===== src/rtl/accel_sequencer_pkg.sv =====
// Shared types and constants for the accelerator job sequencer.
// Holds the FSM state encoding and the default result width.
package accel_sequencer_pkg;

  localparam int ACC_DATA_W = 18;

  typedef enum logic [2:0] {
    S_IDLE,
    S_START,
    S_WAIT_DONE,
    S_SLOT,
    S_READ_HI,
    S_READ_LO,
    S_FINISH
  } seq_state_e;

  // Counter width for a count of n states, never below one bit.
  function automatic int cnt_w(input int n);
    return (n < 2) ? 1 : $clog2(n);
  endfunction

endpackage


===== src/rtl/accel_sequencer_if.sv =====
// Bundle of job request, accelerator and result-stream signals.
// master: sequencer side; slave: board/accelerator/consumer side.
interface accel_sequencer_if
  import accel_sequencer_pkg::*;
#(
  parameter int DATA_W = ACC_DATA_W
);

  logic              go;
  logic              acc_start;
  logic              acc_done;
  logic              acc_read;
  logic [DATA_W-1:0] acc_out;
  logic [DATA_W-1:0] res_data;
  logic              res_valid;
  logic              res_ready;
  logic              res_last;
  logic              busy;
  logic              job_done;
  logic              err;

  modport master (
    input  go, acc_done, acc_out, res_ready,
    output acc_start, acc_read, res_data,
    output res_valid, res_last, busy,
    output job_done, err
  );

  modport slave (
    output go, acc_done, acc_out, res_ready,
    input  acc_start, acc_read, res_data,
    input  res_valid, res_last, busy,
    input  job_done, err
  );

endinterface


===== src/rtl/accel_sequencer_result_reg.sv =====
// One-entry valid/ready holding register for captured results.
// Ports: capture_i/data_i/last_i load, ready_i drains, free_o = may load.
module accel_sequencer_result_reg
  import accel_sequencer_pkg::*;
#(
  parameter int DATA_W = ACC_DATA_W
) (
  input  logic              clk,
  input  logic              rst_n,
  input  logic              capture_i,
  input  logic [DATA_W-1:0] data_i,
  input  logic              last_i,
  input  logic              ready_i,
  output logic [DATA_W-1:0] data_o,
  output logic              last_o,
  output logic              valid_o,
  output logic              free_o
);

  logic [DATA_W-1:0] data_q;
  logic              last_q;
  logic              valid_q;

  // Free when empty or being emptied this cycle.
  assign free_o  = ~valid_q | ready_i;
  assign data_o  = data_q;
  assign last_o  = last_q;
  assign valid_o = valid_q;

  always_ff @(posedge clk or negedge rst_n) begin
    if (!rst_n) begin
      data_q  <= '0;
      last_q  <= 1'b0;
      valid_q <= 1'b0;
    end else if (capture_i) begin
      data_q  <= data_i;
      last_q  <= last_i;
      valid_q <= 1'b1;
    end else if (valid_q && ready_i) begin
      valid_q <= 1'b0;
    end
  end

endmodule


===== src/rtl/accel_sequencer.sv =====
// Runs one accelerator job: start pulse, timed wait for done, then
// NUM_RESULTS read strobes streamed out over valid/ready. clk, rst (low).
module accel_sequencer
  import accel_sequencer_pkg::*;
#(
  parameter int DATA_W      = ACC_DATA_W,
  parameter int NUM_RESULTS = 8,
  parameter int READ_HOLD   = 3,
  parameter int READ_GAP    = 3,
  parameter int TIMEOUT     = 4096
) (
  input  logic         clk,
  input  logic         rst,
  accel_sequencer_if.master bus
);

  localparam int TW = $clog2(TIMEOUT);
  localparam int PMAX = (READ_HOLD > READ_GAP) ? READ_HOLD : READ_GAP;
  localparam int PW = cnt_w(PMAX);
  localparam int IW = cnt_w(NUM_RESULTS);

  localparam logic [TW-1:0] T_LAST = TW'(TIMEOUT - 1);
  localparam logic [PW-1:0] H_LAST = PW'(READ_HOLD - 1);
  localparam logic [PW-1:0] G_LAST = PW'(READ_GAP - 1);
  localparam logic [IW-1:0] I_LAST = IW'(NUM_RESULTS - 1);

  seq_state_e    state_q, state_d;
  logic [TW-1:0] cnt_q, cnt_d;
  logic [PW-1:0] ph_q, ph_d;
  logic [IW-1:0] idx_q, idx_d;
  logic          err_q, err_d;
  logic          go_q;
  logic          go_edge;
  logic          capture;
  logic          free;

  assign go_edge = bus.go & ~go_q;

  always_ff @(posedge clk or negedge rst) begin
    if (!rst) begin
      state_q <= S_IDLE;
      cnt_q   <= '0;
      ph_q    <= '0;
      idx_q   <= '0;
      err_q   <= 1'b0;
      go_q    <= 1'b0;
    end else begin
      state_q <= state_d;
      cnt_q   <= cnt_d;
      ph_q    <= ph_d;
      idx_q   <= idx_d;
      err_q   <= err_d;
      go_q    <= bus.go;
    end
  end

  always_comb begin
    state_d = state_q;
    cnt_d   = cnt_q;
    ph_d    = ph_q;
    idx_d   = idx_q;
    err_d   = err_q;
    capture = 1'b0;
    unique case (state_q)
      S_IDLE: begin
        if (go_edge) begin
          err_d   = 1'b0;
          state_d = S_START;
        end
      end
      S_START: begin
        cnt_d   = '0;
        state_d = S_WAIT_DONE;
      end
      S_WAIT_DONE: begin
        // done on the final count still wins over the timeout
        if (bus.acc_done) begin
          idx_d   = '0;
          state_d = S_SLOT;
        end else if (cnt_q == T_LAST) begin
          err_d   = 1'b1;
          state_d = S_IDLE;
        end else begin
          cnt_d = cnt_q + TW'(1);
        end
      end
      S_SLOT: begin
        if (free) begin
          ph_d    = '0;
          state_d = S_READ_HI;
        end
      end
      S_READ_HI: begin
        if (ph_q == H_LAST) begin
          capture = 1'b1;
          ph_d    = '0;
          state_d = S_READ_LO;
        end else begin
          ph_d = ph_q + PW'(1);
        end
      end
      S_READ_LO: begin
        if (ph_q == G_LAST) begin
          ph_d = '0;
          if (idx_q == I_LAST) begin
            state_d = S_FINISH;
          end else begin
            idx_d   = idx_q + IW'(1);
            state_d = S_SLOT;
          end
        end else begin
          ph_d = ph_q + PW'(1);
        end
      end
      S_FINISH: begin
        state_d = S_IDLE;
      end
      default: begin
        state_d = S_IDLE;
      end
    endcase
  end

  assign bus.acc_start = (state_q == S_START);
  assign bus.acc_read  = (state_q == S_READ_HI);
  assign bus.busy      = (state_q != S_IDLE);
  assign bus.job_done  = (state_q == S_FINISH);
  assign bus.err       = err_q;

  accel_sequencer_result_reg #(
    .DATA_W (DATA_W)
  ) u_res (
    .clk       (clk),
    .rst_n     (rst),
    .capture_i (capture),
    .data_i    (bus.acc_out),
    .last_i    (idx_q == I_LAST),
    .ready_i   (bus.res_ready),
    .data_o    (bus.res_data),
    .last_o    (bus.res_last),
    .valid_o   (bus.res_valid),
    .free_o    (free)
  );

endmodule

===== src/flat_wrapper.sv =====
// flat-port wrapper written by rule: the top's interface ports become plain ports
module accel_sequencer_flat import accel_sequencer_pkg::*;
#(
  parameter int DATA_W      = ACC_DATA_W,
  parameter int NUM_RESULTS = 8,
  parameter int READ_HOLD   = 3,
  parameter int READ_GAP    = 3,
  parameter int TIMEOUT     = 4096
)
  (clk, rst, bus_go, bus_acc_done, bus_acc_out, bus_res_ready, bus_acc_start, bus_acc_read, bus_res_data, bus_res_valid, bus_res_last, bus_busy, bus_job_done, bus_err);
  accel_sequencer_if #(.DATA_W(DATA_W)) bus_i ();
  input  logic clk;
  input  logic rst;
  input wire logic [$bits(bus_i.go)-1:0] bus_go;
  input wire logic [$bits(bus_i.acc_done)-1:0] bus_acc_done;
  input wire logic [$bits(bus_i.acc_out)-1:0] bus_acc_out;
  input wire logic [$bits(bus_i.res_ready)-1:0] bus_res_ready;
  output wire logic [$bits(bus_i.acc_start)-1:0] bus_acc_start;
  output wire logic [$bits(bus_i.acc_read)-1:0] bus_acc_read;
  output wire logic [$bits(bus_i.res_data)-1:0] bus_res_data;
  output wire logic [$bits(bus_i.res_valid)-1:0] bus_res_valid;
  output wire logic [$bits(bus_i.res_last)-1:0] bus_res_last;
  output wire logic [$bits(bus_i.busy)-1:0] bus_busy;
  output wire logic [$bits(bus_i.job_done)-1:0] bus_job_done;
  output wire logic [$bits(bus_i.err)-1:0] bus_err;
  assign bus_i.go = bus_go;
  assign bus_i.acc_done = bus_acc_done;
  assign bus_i.acc_out = bus_acc_out;
  assign bus_i.res_ready = bus_res_ready;
  assign bus_acc_start = bus_i.acc_start;
  assign bus_acc_read = bus_i.acc_read;
  assign bus_res_data = bus_i.res_data;
  assign bus_res_valid = bus_i.res_valid;
  assign bus_res_last = bus_i.res_last;
  assign bus_busy = bus_i.busy;
  assign bus_job_done = bus_i.job_done;
  assign bus_err = bus_i.err;
  accel_sequencer #(.DATA_W(DATA_W), .NUM_RESULTS(NUM_RESULTS), .READ_HOLD(READ_HOLD), .READ_GAP(READ_GAP), .TIMEOUT(TIMEOUT)) u_core (.clk(clk), .rst(rst), .bus(bus_i));
endmodule

===== config.mk =====
export PLATFORM = sky130hd
export DESIGN_NAME = accel_sequencer_flat
export DESIGN_NICKNAME = d
export VERILOG_FILES = /design/src/rtl/accel_sequencer_pkg.sv /design/src/rtl/accel_sequencer_if.sv /design/src/rtl/accel_sequencer_result_reg.sv /design/src/rtl/accel_sequencer.sv /design/src/flat_wrapper.sv
export SDC_FILE = /design/constraint.sdc
export NUM_CORES = 1
export LEC_CHECK = 0
export CORE_UTILIZATION = 50
export DETAILED_ROUTE_END_ITERATION = 8
export PLACE_DENSITY = 0.8
export SLEW_MARGIN = 20
export SYNTH_ARGS = -nofsm -noshare
export SYNTH_HDL_FRONTEND = slang
export SYNTH_HIERARCHICAL = 1
export SYNTH_SLANG_ARGS = --single-unit
export TNS_END_PERCENT = 30

===== constraint.sdc =====
create_clock -name clk -period 2.1 [get_ports clk]
set_input_delay 0.42 -clock clk [delete_from_list [all_inputs] [get_ports clk]]
set_output_delay 0.42 -clock clk [all_outputs]
set_load 0.1 [all_outputs]

==> reports/qor.yml <==
final_nets: 258
ys_ff_latch: 42
slew_headroom: 0.666
dp_cells: 274
clkSlewWorstSetupHoldPaths_ps: 70
wirelength_mm: 4.06
path_cells: "inv_1 > nor3b_2 > buf_12"
arrival_ps: 1520
drc_errors: 0
synthArstFlopShare: 1.00
crit_path_end_kind: "output pin"
hp-class: "in2async"
syn_inst: 178
place.gp.congestion: 0.878
grt_pass1_wl_mm: 6.70
coreArea_um2: 4030
synthDistinctLibCells: 38
synth-main-ff-cell: "dfrtp_1"
fillers: 322
io_pins: 48
layout-drive-gt1-share: 0.302
synth-simple-area-share: 0.165
synthAdderAreaFrac: 0.0239
row_count: 23
clock_skew_ps: 4.39
clock-sinks: 42
dieArea_um2: 4460
wl_per_cell_um: 14.4
cts_buffers: 5
drtAntennaViolNets: 0
hold_ws_ps: 82.8
maxCapViolCount: 0
track_usage: 0.208
critPathMaxStageDelay_ps: 540
finalCritPeriodShare: 0.922
grt_max_degree: 43
path_class: "reg2out"
yosysWarnings: 6
vias: 1544
first_pass_iters: 6
synth_compound_area_frac: 0.135
setup_violations: 0
cts_resized: 0
htreeDepth: 2
grt_pass1_vias: 1409
finalCoreUtilization: 0.693
cp_max_fo: 8
synth_fp_nets: 205
drtIter0Drc: 59
crit_path_start: "u_core/state_q[2]$_DFFE_PN0P_"
drv_slew: 0
r2r_start: "u_core/cnt_q[0]$_DFFE_PN0P_"
cpMaxStageDelayCell: "dfrtp_1"
cts_setup_buffers: 0
status: "finished, final reports clean"
rsz0062_at_grt: "false"
synth_top_family_by_area: "simple AND/OR/NAND/NOR gates"
synth_edf_count: 0
io_buffers: 47
syn_area_um2: 2100
cp-start-kind: "flop"
layout-area-overhead-vs-synth_pct: 33.1
worstMarginPinSlew_ps: 500
synth_xor_area_frac: 0
max_freq_mhz: 516
min_period_ps: 1940
syn_avg_cell_area_um2: 11.8
ys_seq_area_frac: 0.501
cts_hold_buf: 0
clock_latency_ps: 300
required_ps: 1680
antenna_found_initial: 0
initial_utilization: 0.521
cts_tree: "built"
die_w_um: 66.8
grt.overflow.total: 0
root_buffer: "clkbuf_8"
instances_no_fill: 282
antennaDiodeCount: 0
hold_viol: 0
avgViaCountPerCell: 5.48
dieHeight_um: 66.8
finalSetupTns_ps: 0
dp_hpwl_mm: 2.93
cts.path.max_buffers: 2
muxShareOfSynthArea: 0.147
==> final timing paths <==
kind	end	slack, ps	cells after the start
max in group asynchronous	u_core/state_q[2]$_DFFE_PN0P_	1820	2
min in group clk	u_core/u_res/data_o[8]$_DFFE_PN0P_	520	1
setup / recovery	bus_job_done	160	3
setup reg to reg	u_core/cnt_q[4]$_DFFE_PN0P_	210	6
hold / removal	u_core/cnt_q[3]$_DFFE_PN0P_	80	2
hold reg to reg	u_core/u_res/data_o[8]$_DFFE_PN0P_	520	1
==> layout make-up <==
cell class	count	area [µm²]	share of cell area
clock buffers	6	82.6	0.0296
flip-flops and latches	42	1050	0.376
clock inverters	2	60.1	0.0215
inverters	2	7.51	0.00269
well taps	50	62.6	0.0224
multi-input cells	128	1010	0.363
repair buffers	52	515	0.185
==> cells by family (layout without fill, tap and decap cells) <==
group                      after synthesis  after routing
DFF                                     42             42
AOI/OAI and AO/OA                       44             44
and+or+nand+nor                         59             59
buffers and inverters                    8             62
adders and majority gates                4              4
muxes                                   21             21
==> state kept, by name (all words and copies together), names as in the netlist <==
name and cells:
u_core/u_res/data_o 18, u_core/u_res/last_o 1, u_core/idx_q 3, u_core/state_q 3, u_core/bus.err 1, u_core/go_q 1, u_core/u_res/valid_o 1, u_core/cnt_q 12
u_core/ph_q 2
==> through the flow <==
step                setup slack [ps]  instance area (µm²)
floorplan                       -181                 2110
global placement                 205                 2640
detailed placement               150                 2640
CTS                              139                 2780
global route                    23.4                 2790
finish                           164                 2790
==> cell usage in the layout, fill, tap and decap left out, types with 2 or more instances in the layout <==
| master | count |
|---|---|
| a22o_1 | 3 |
| clkdlybuf4s50_1 | 21 |
| a31oi_1 | 2 |
| dfrtp_1 | 42 |
| bufinv_16 | 2 |
| nor2_1 | 14 |
| nand4_1 | 4 |
| and2_1 | 3 |
| a21oi_1 | 7 |
| mux2_2 | 2 |
| nand2b_1 | 7 |
| nand3b_1 | 2 |
| nand2_1 | 10 |
| nand3_1 | 5 |
| o21ai_0 | 6 |
| buf_12 | 6 |
| inv_1 | 2 |
| mux2_4 | 19 |
| nor3b_1 | 2 |
| o21ai_1 | 14 |
| nor3_2 | 2 |
| ha_1 | 4 |
| clkbuf_8 | 6 |
| buf_4 | 24 |
| a21o_1 | 2 |
| o31ai_1 | 4 |
==> Yosys cell counts (4+ instances only) <==
library cell	n	area (µm²)
o21ai_0	6	30.0
o21ai_1	14	70.1
buf_6	4	45.0
dfrtp_1	42	1050
nand3_1	5	25.0
mux2_4	19	285
nand2b_1	7	43.8
nand4_1	4	25.0
o31ai_1	4	30.0
a21oi_1	7	35.0
nand2_1	10	37.5
ha_1	4	50.1
nor2_1	15	56.3
==> layer usage <==
layer  routed length [µm]  global-route usage
met1                 1810               0.273
met2                 1980               0.321
met3                  202              0.0548
met4                   68              0.0878
met5                    0                   0
==> critical path: cells and delay by family, from the launching register on <==
kind                   cells  cell delay (ps)
DFF                        1              540
buffers and inverters      2              390
and+or+nand+nor            1              290
Power is left out: the tool's default activity adds up to more than one toggle a clock period on the data nets, which glitch-free logic cannot reach.
